--- config.mk ---
export PLATFORM = sky130hd
export DESIGN_NAME = osd_spi_tx
export DESIGN_NICKNAME = d
export VERILOG_FILES = /design/src/rtl/osd_spi_tx_pkg.sv /design/src/rtl/osd_spi_tx_clkgen.sv /design/src/rtl/osd_spi_tx.sv
export SDC_FILE = /design/constraint.sdc
export NUM_CORES = 1
export LEC_CHECK = 0
export CAP_MARGIN = 5
export CORE_MARGIN = 2
export CORE_UTILIZATION = 35
export DETAILED_ROUTE_END_ITERATION = 6
export GPL_ROUTABILITY_DRIVEN = 0
export GPL_TIMING_DRIVEN = 0
export SETUP_SLACK_MARGIN = 0.2
export SKIP_CTS_REPAIR_TIMING = 1
export SLEW_MARGIN = 10
export SYNTH_ARGS = -nofsm -noshare
export SYNTH_HDL_FRONTEND = slang
export SYNTH_HIERARCHICAL = 1
export SYNTH_SLANG_ARGS = --single-unit
--- constraint.sdc ---
create_clock -name clk_sys -period 5.99 [get_ports clk_sys]
set_input_delay 1.4975 -clock clk_sys [delete_from_list [all_inputs] [get_ports clk_sys]]
set_output_delay 1.4975 -clock clk_sys [all_outputs]
set_load 0.05 [all_outputs]
--- src/rtl/osd_spi_tx_pkg.sv ---
// rtl/osd_spi_tx_pkg.sv - OSD command link constants, command encodings and FSM states
package osd_spi_tx_pkg;

  // Byte values shared with the OSD receiver
  localparam logic [7:0] OSD_CMD_DISABLE = 8'h40;
  localparam logic [7:0] OSD_CMD_ENABLE  = 8'h41;
  localparam logic [7:0] OSD_CMD_WRITE   = 8'h20;
  localparam int         OSD_LINE_BYTES  = 256;

  localparam logic [1:0] CMD_TYPE_DISABLE = 2'd0;
  localparam logic [1:0] CMD_TYPE_ENABLE  = 2'd1;
  localparam logic [1:0] CMD_TYPE_WRITE   = 2'd2;
  localparam logic [1:0] CMD_TYPE_RSVD    = 2'd3;

  typedef enum logic [2:0] {
    ST_IDLE,
    ST_SETUP,
    ST_SHIFT,
    ST_HOLD,
    ST_GAP
  } state_e;

  function automatic logic [7:0] osd_cmd_byte(input logic [1:0] ctype, input logic [2:0] line);
    logic [7:0] b;
    b = 8'h00;
    case (ctype)
      CMD_TYPE_DISABLE: b = OSD_CMD_DISABLE;
      CMD_TYPE_ENABLE:  b = OSD_CMD_ENABLE;
      CMD_TYPE_WRITE:   b = OSD_CMD_WRITE | {5'b00000, line};
      default:          b = 8'h00;
    endcase
    return b;
  endfunction

endpackage

--- src/rtl/osd_spi_tx_clkgen.sv ---
// rtl/osd_spi_tx_clkgen.sv - SCK divider with rise/fall/low-phase-end strobes
module osd_spi_tx_clkgen #(
  parameter int CLK_DIV = 4
) (
  input  logic clk_sys,
  input  logic reset_n,
  input  logic run,
  input  logic hold_low,
  output logic spi_sck,
  output logic rise_en,
  output logic fall_en,
  output logic low_end
);

  localparam int            CW     = $clog2(CLK_DIV);
  localparam logic [CW-1:0] CNT_TC = CW'(CLK_DIV - 1);

  logic [CW-1:0] cnt;
  logic          tc;

  assign tc      = run && (cnt == CNT_TC);
  // hold_low lets a low phase complete without starting another SCK pulse
  assign rise_en = tc && !spi_sck && !hold_low;
  assign fall_en = tc && spi_sck;
  assign low_end = tc && !spi_sck;

  always_ff @(posedge clk_sys) begin
    if (!reset_n || !run) begin
      cnt     <= '0;
      spi_sck <= 1'b0;
    end else begin
      cnt <= tc ? '0 : cnt + 1'b1;
      if (rise_en) begin
        spi_sck <= 1'b1;
      end else if (fall_en) begin
        spi_sck <= 1'b0;
      end
    end
  end

endmodule

--- src/rtl/osd_spi_tx.sv ---
// rtl/osd_spi_tx.sv - SPI master framing OSD enable/disable/line-write commands on SS3
module osd_spi_tx
  import osd_spi_tx_pkg::*;
#(
  parameter int CLK_DIV = 4,
  parameter int GAP_CYC = 4
) (
  input  logic       clk_sys,
  input  logic       reset_n,
  input  logic       cmd_valid,
  output logic       cmd_ready,
  input  logic [1:0] cmd_type,
  input  logic [2:0] cmd_line,
  output logic       rd_en,
  output logic [7:0] rd_addr,
  input  logic [7:0] rd_data,
  output logic       busy,
  output logic       done,
  output logic       spi_sck,
  output logic       spi_ss3,
  output logic       spi_di
);

  localparam int            GW        = (GAP_CYC > 1) ? $clog2(GAP_CYC) : 1;
  localparam logic [GW-1:0] GAP_TC    = GW'(GAP_CYC - 1);
  localparam logic [8:0]    LAST_BYTE = 9'(OSD_LINE_BYTES);

  state_e        state;
  state_e        state_nxt;
  logic          ready_q;
  logic          accept;
  logic          run;
  logic          hold_low;
  logic          gap_done;
  logic          rise_en;
  logic          fall_en;
  logic          low_end;
  logic [7:0]    shreg;
  logic [7:0]    stage;
  logic [2:0]    bit_cnt;
  logic [8:0]    byte_cnt;
  logic          is_write;
  logic          frame_last;
  logic          cap_q;
  logic          rsv_done;
  logic [GW-1:0] gap_cnt;

  assign accept = cmd_valid && cmd_ready;
  assign spi_di = shreg[7];
  assign done   = rsv_done || gap_done;

  osd_spi_tx_clkgen #(
    .CLK_DIV (CLK_DIV)
  ) u_clkgen (
    .clk_sys  (clk_sys),
    .reset_n  (reset_n),
    .run      (run),
    .hold_low (hold_low),
    .spi_sck  (spi_sck),
    .rise_en  (rise_en),
    .fall_en  (fall_en),
    .low_end  (low_end)
  );

  always_ff @(posedge clk_sys) begin
    if (!reset_n) begin
      state <= ST_IDLE;
    end else begin
      state <= state_nxt;
    end
  end

  always_comb begin
    state_nxt = state;
    cmd_ready = 1'b0;
    busy      = 1'b1;
    run       = 1'b0;
    hold_low  = 1'b0;
    gap_done  = 1'b0;
    case (state)
      ST_IDLE: begin
        busy      = 1'b0;
        cmd_ready = ready_q;
        if (accept && (cmd_type != CMD_TYPE_RSVD)) begin
          state_nxt = ST_SETUP;
        end
      end
      ST_SETUP: begin
        run = 1'b1;
        if (rise_en) begin
          state_nxt = ST_SHIFT;
        end
      end
      ST_SHIFT: begin
        run      = 1'b1;
        hold_low = frame_last;
        if (frame_last && low_end) begin
          state_nxt = ST_HOLD;
        end
      end
      ST_HOLD: begin
        run      = 1'b1;
        hold_low = 1'b1;
        if (low_end) begin
          state_nxt = ST_GAP;
        end
      end
      ST_GAP: begin
        if (gap_cnt == GAP_TC) begin
          gap_done  = 1'b1;
          state_nxt = ST_IDLE;
        end
      end
      default: state_nxt = ST_IDLE;
    endcase
  end

  always_ff @(posedge clk_sys) begin
    if (!reset_n) begin
      ready_q    <= 1'b0;
      spi_ss3    <= 1'b1;
      shreg      <= 8'h00;
      stage      <= 8'h00;
      bit_cnt    <= 3'd0;
      byte_cnt   <= 9'd0;
      is_write   <= 1'b0;
      frame_last <= 1'b0;
      rd_en      <= 1'b0;
      rd_addr    <= 8'h00;
      cap_q      <= 1'b0;
      rsv_done   <= 1'b0;
      gap_cnt    <= '0;
    end else begin
      ready_q  <= 1'b1;
      rd_en    <= 1'b0;
      cap_q    <= rd_en;
      rsv_done <= 1'b0;
      if (cap_q) begin
        stage <= rd_data;
      end
      if (rd_en && (rd_addr != 8'hFF)) begin
        rd_addr <= rd_addr + 8'd1;
      end

      if (accept) begin
        if (cmd_type == CMD_TYPE_RSVD) begin
          rsv_done <= 1'b1;
        end else begin
          spi_ss3    <= 1'b0;
          shreg      <= osd_cmd_byte(cmd_type, cmd_line);
          is_write   <= (cmd_type == CMD_TYPE_WRITE);
          bit_cnt    <= 3'd0;
          byte_cnt   <= 9'd0;
          frame_last <= 1'b0;
          rd_addr    <= 8'h00;
        end
      end

      if (state == ST_SHIFT) begin
        // Fetch the next byte early in the current one so the staging reg is full by bit 7
        if (rise_en && is_write && (bit_cnt == 3'd1) && (byte_cnt != LAST_BYTE)) begin
          rd_en <= 1'b1;
        end
        if (fall_en) begin
          if (bit_cnt == 3'd7) begin
            bit_cnt <= 3'd0;
            if (is_write && (byte_cnt != LAST_BYTE)) begin
              shreg    <= stage;
              byte_cnt <= byte_cnt + 9'd1;
            end else begin
              shreg      <= 8'h00;
              frame_last <= 1'b1;
            end
          end else begin
            bit_cnt <= bit_cnt + 3'd1;
            shreg   <= {shreg[6:0], 1'b0};
          end
        end
      end

      if ((state == ST_HOLD) && low_end) begin
        spi_ss3    <= 1'b1;
        frame_last <= 1'b0;
        gap_cnt    <= '0;
      end

      if (state == ST_GAP) begin
        gap_cnt <= gap_cnt + 1'b1;
      end
    end
  end

endmodule
==> summary.txt <==
Logic synthesis
  – Post-Synthesis Cells: 281
  – Post-Syn Area per Cell: 8.74 um2
  – Commonest cells in the netlist: dfxtp_1, nor2_1, nand3_1
  – Post-Synth Simple-Gate Area: 0.284
  – Main synth FF type: dfxtp_1
  – Largest family of logic cells by synthesized area: simple AND/OR/NAND/NOR gates
  – Synth Area in Adders: 0.0408
  – Async SR Flop Fraction: 0
  – Synth warnings: 6
  – Synth top area cells: dfxtp_1, nand3_1, nor2_1, ha_1, mux2i_1
  – Synth cell types: between 50 and 60
  – Top-count cell post-synth: dfxtp_1
  – Synth Area in XOR/XNOR: 0.00357
  – Post-synth EDFFs: 0
  – Syn_nets: 305
  – Mapped cell area: approximately 2500 um2
  – Compound-cell area share of the yosys netlist: 0.173
  – Mux share of post-synthesis cell area: 0.0454
  – Seq/Total Area, Yosys: 0.416
  – Most area-hungry cell type in the Yosys netlist: dfxtp_1
  – #FFs+latches synth: 51
  – Synth top area share: 0.416

Power and ir drop
  – Power Dens Cells: 212 nW/um2
  – Peak VDD IR: 0.114 mV
  – Leak: ~1.0 nW

Worst setup path
  – Max incr delay on CP: 0.69 ns
  – Critical-path maximum fanout: 10
  – CP Class: reg -> out
  – CP required: 4.49 ns
  – Critical path, cell by cell: clkbuf_1 -> nor2_1 -> a31o_2 -> clkdlybuf4s50_1
  – Critical Path Slowest Stage Cell: clkdlybuf4s50_1
  – Delay-heaviest family, CP: buffers and inverters
  – CP Capture Type: output port
  – WP buf/inv: 2
  – Arrival @ worst endpoint: 2.17 ns
  – Startpoint type of the worst setup path: register

Detailed routing
  – # DRC: 0
  – Avg WL per Cell: 13.3 um
  – Antenna-violating nets left: 0
  – Initial drt markers: around 150
  – Via Count: between 2000 and 2500
  – Drt first pass iters: 4
  – Via/cell ratio: 5.22
  – Routed WL: approximately 5.5 mm

Final layout
  – Ant diodes: 0
  – Register Area: just over 1000 um2
  – Nets: 342
  – Syn-to-layout area delta: 21.9%
  – Post-route cell area: 2990 um2
  – Fill cell count: ~700
  – Layout cells sized above 1: 0.0784
  – Multi-input logic area: 1340 um2

Floorplan
  – Core Rows: 30
  – Die ar.: between 7000 and 8000 um2
  – Core box area: 6790 um2
  – I/O pin cnt: 31
  – Die Height: 87.8 um
  – Starting Density: 0.361
  – Chip width: 87.8 um

Clock tree
  – Clock Tree Root: clkbuf_8
  – Maximum clock path buffer count: 2
  – Clk_lat worst skew: between 0.2 and 0.3 ns
  – CTS Buf Count: 5
  – Htree depth: 2
  – Clock-pin transition on the worst setup and hold timing paths: 0.09 ns
  – CTS Sinks: 51
  – CTS tree: yes

Flow run
  – Max Cap Viol: 0

Timing
  – Hold WS: around 0.43 ns
  – Period Utilization, post-route: 0.611
  – Final Hold Violating Endpoints: 0
  – Worst relative slew slack: 0.611
  – Post-route setup TNS: 0 ns
  – RSZ-0062 raised after global routing: no
  – # setup viols final: 0
  – Slew Viols, Final: 0
  – Worst-Margin Slew: 0.583 ns
  – Setup WS post-layout: 2.33 ns
  – Max Freq: 0.273 GHz
  – Worst Skew: 0.00401 ns
  – Min Clock Period, post-route: around 3.7 ns

GRT
  – First-pass GRT wire length: 9.36 mm
  – Largest net degree at the start of global routing: 16
  – Grt ovf: 0
  – GRT Overall Usage: 0.153
  – Vias in the first global route: 1954
  – Initial antenna violation count: 0

Hold path
  – Hold WC Path Type: reg -> reg

Placed design
  – Setup WS pre-CTS: roughly 2.7 ns
  – DP Area: between 2000 and 3000 um2
  – Input/output buffers: 30
  – Dpl hpwl: 4.09 mm

Run status
  – Status: completed
-- final cells by class --
class	instances	share of cell area
multi-input combinational	209	0.448
sequential	51	0.341
timing repair buffer	30	0.100
tap	96	0.0401
clock buffer	6	0.0276
buffer	14	0.0222
clock inverter	2	0.0117
inverter	7	0.00878
-- cells by family (layout without fill, tap and decap cells) --
group,count (synthesis),in the layout
AO/OA/AOI/OAI,60,60
buffers and inverters,21,59
XOR/XNOR,1,1
flip-flops,51,51
multiplexers,11,11
adder cells (fa/ha/maj),8,8
AND/OR/NAND/NOR,129,129
-- final timing paths --
| kind | start | cells past startpoint | slack (ns) | to |
|---|---|---|---|---|
| max | state[1] | 4 | 2.33 | done |
| min | u_clkgen/cnt[0] | 1 | 0.43 | u_clkgen/cnt[0] |
| max reg2reg | state[1] | 10 | 3.25 | byte_cnt[4] |
| min reg2reg | u_clkgen/cnt[0] | 1 | 0.43 | u_clkgen/cnt[0] |
-- metal layers --
layer | wire length, um | share of wire | GRT usage
met1 | 2780 | 0.50 | 0.220
met2 | 2510 | 0.45 | 0.238
met3 | 211 | 0.038 | 0.0283
met4 | 31 | 0.0056 | 0.0378
met5 | 0 | 0 | 0
-- power by group --
part	leakage [nW]	internal, mW	switching (mW)
clock network	0.0612	0.135	0.108
logic	0.577	0.0195	0.0279
registers	0.412	0.342	0.00209
-- cell usage in the layout, fill, tap and decap left out, drive strengths merged, types with 3 or more instances in the layout --
| master | netlist | final |
|---|---|---|
| nor3 | 3 | 3 |
| nand2b | 4 | 4 |
| or3 | 5 | 5 |
| a31oi | 6 | 6 |
| clkdlybuf4s50 | 0 | 30 |
| nand3 | 24 | 24 |
| or4b | 3 | 3 |
| nor2 | 31 | 31 |
| nand4 | 6 | 6 |
| mux2i | 10 | 10 |
| and3 | 5 | 5 |
| a221oi | 3 | 3 |
| a211oi | 4 | 4 |
| a32oi | 3 | 3 |
| and2 | 5 | 5 |
| o21ai | 8 | 8 |
| nand2 | 24 | 24 |
| ha | 8 | 8 |
| inv | 7 | 7 |
| dfxtp | 51 | 51 |
| nor3b | 5 | 5 |
| clkbuf | 7 | 13 |
| a21oi | 17 | 17 |
| buf | 7 | 7 |
| nor2b | 3 | 3 |
-- worst reg2reg max path, stage by stage (launching register included) --
cell and delay [ns]:
dfxtp_1 0.40, clkbuf_1 0.35, nor2_1 0.16, nor2_1 0.20, and3_1 0.22, and4bb_1 0.19
buf_4 0.18, o211a_1 0.19, clkbuf_1 0.39, nand2_1 0.12, a311oi_2 0.27
-- state kept, by name, summed over array words and instances (netlist names), 2 cells and up --
name and flops:
byte_cnt 9, bit_cnt 3, rd_addr 8, state 3
gap_cnt 2, shreg 8, u_clkgen/cnt 2, stage 8
-- through the flow --
stage / power, mW / util / instances
CTS: 0.646 / 0.441 / 415
global placement: 0.400 / 0.423 / 407
floorplan: 0.378 / - / 281
finish: 0.635 / 0.441 / 415
global route: 0.662 / 0.441 / 415
detailed placement: 0.400 / 0.423 / 407
No activity file was read; power rests on OpenSTA's default activity.
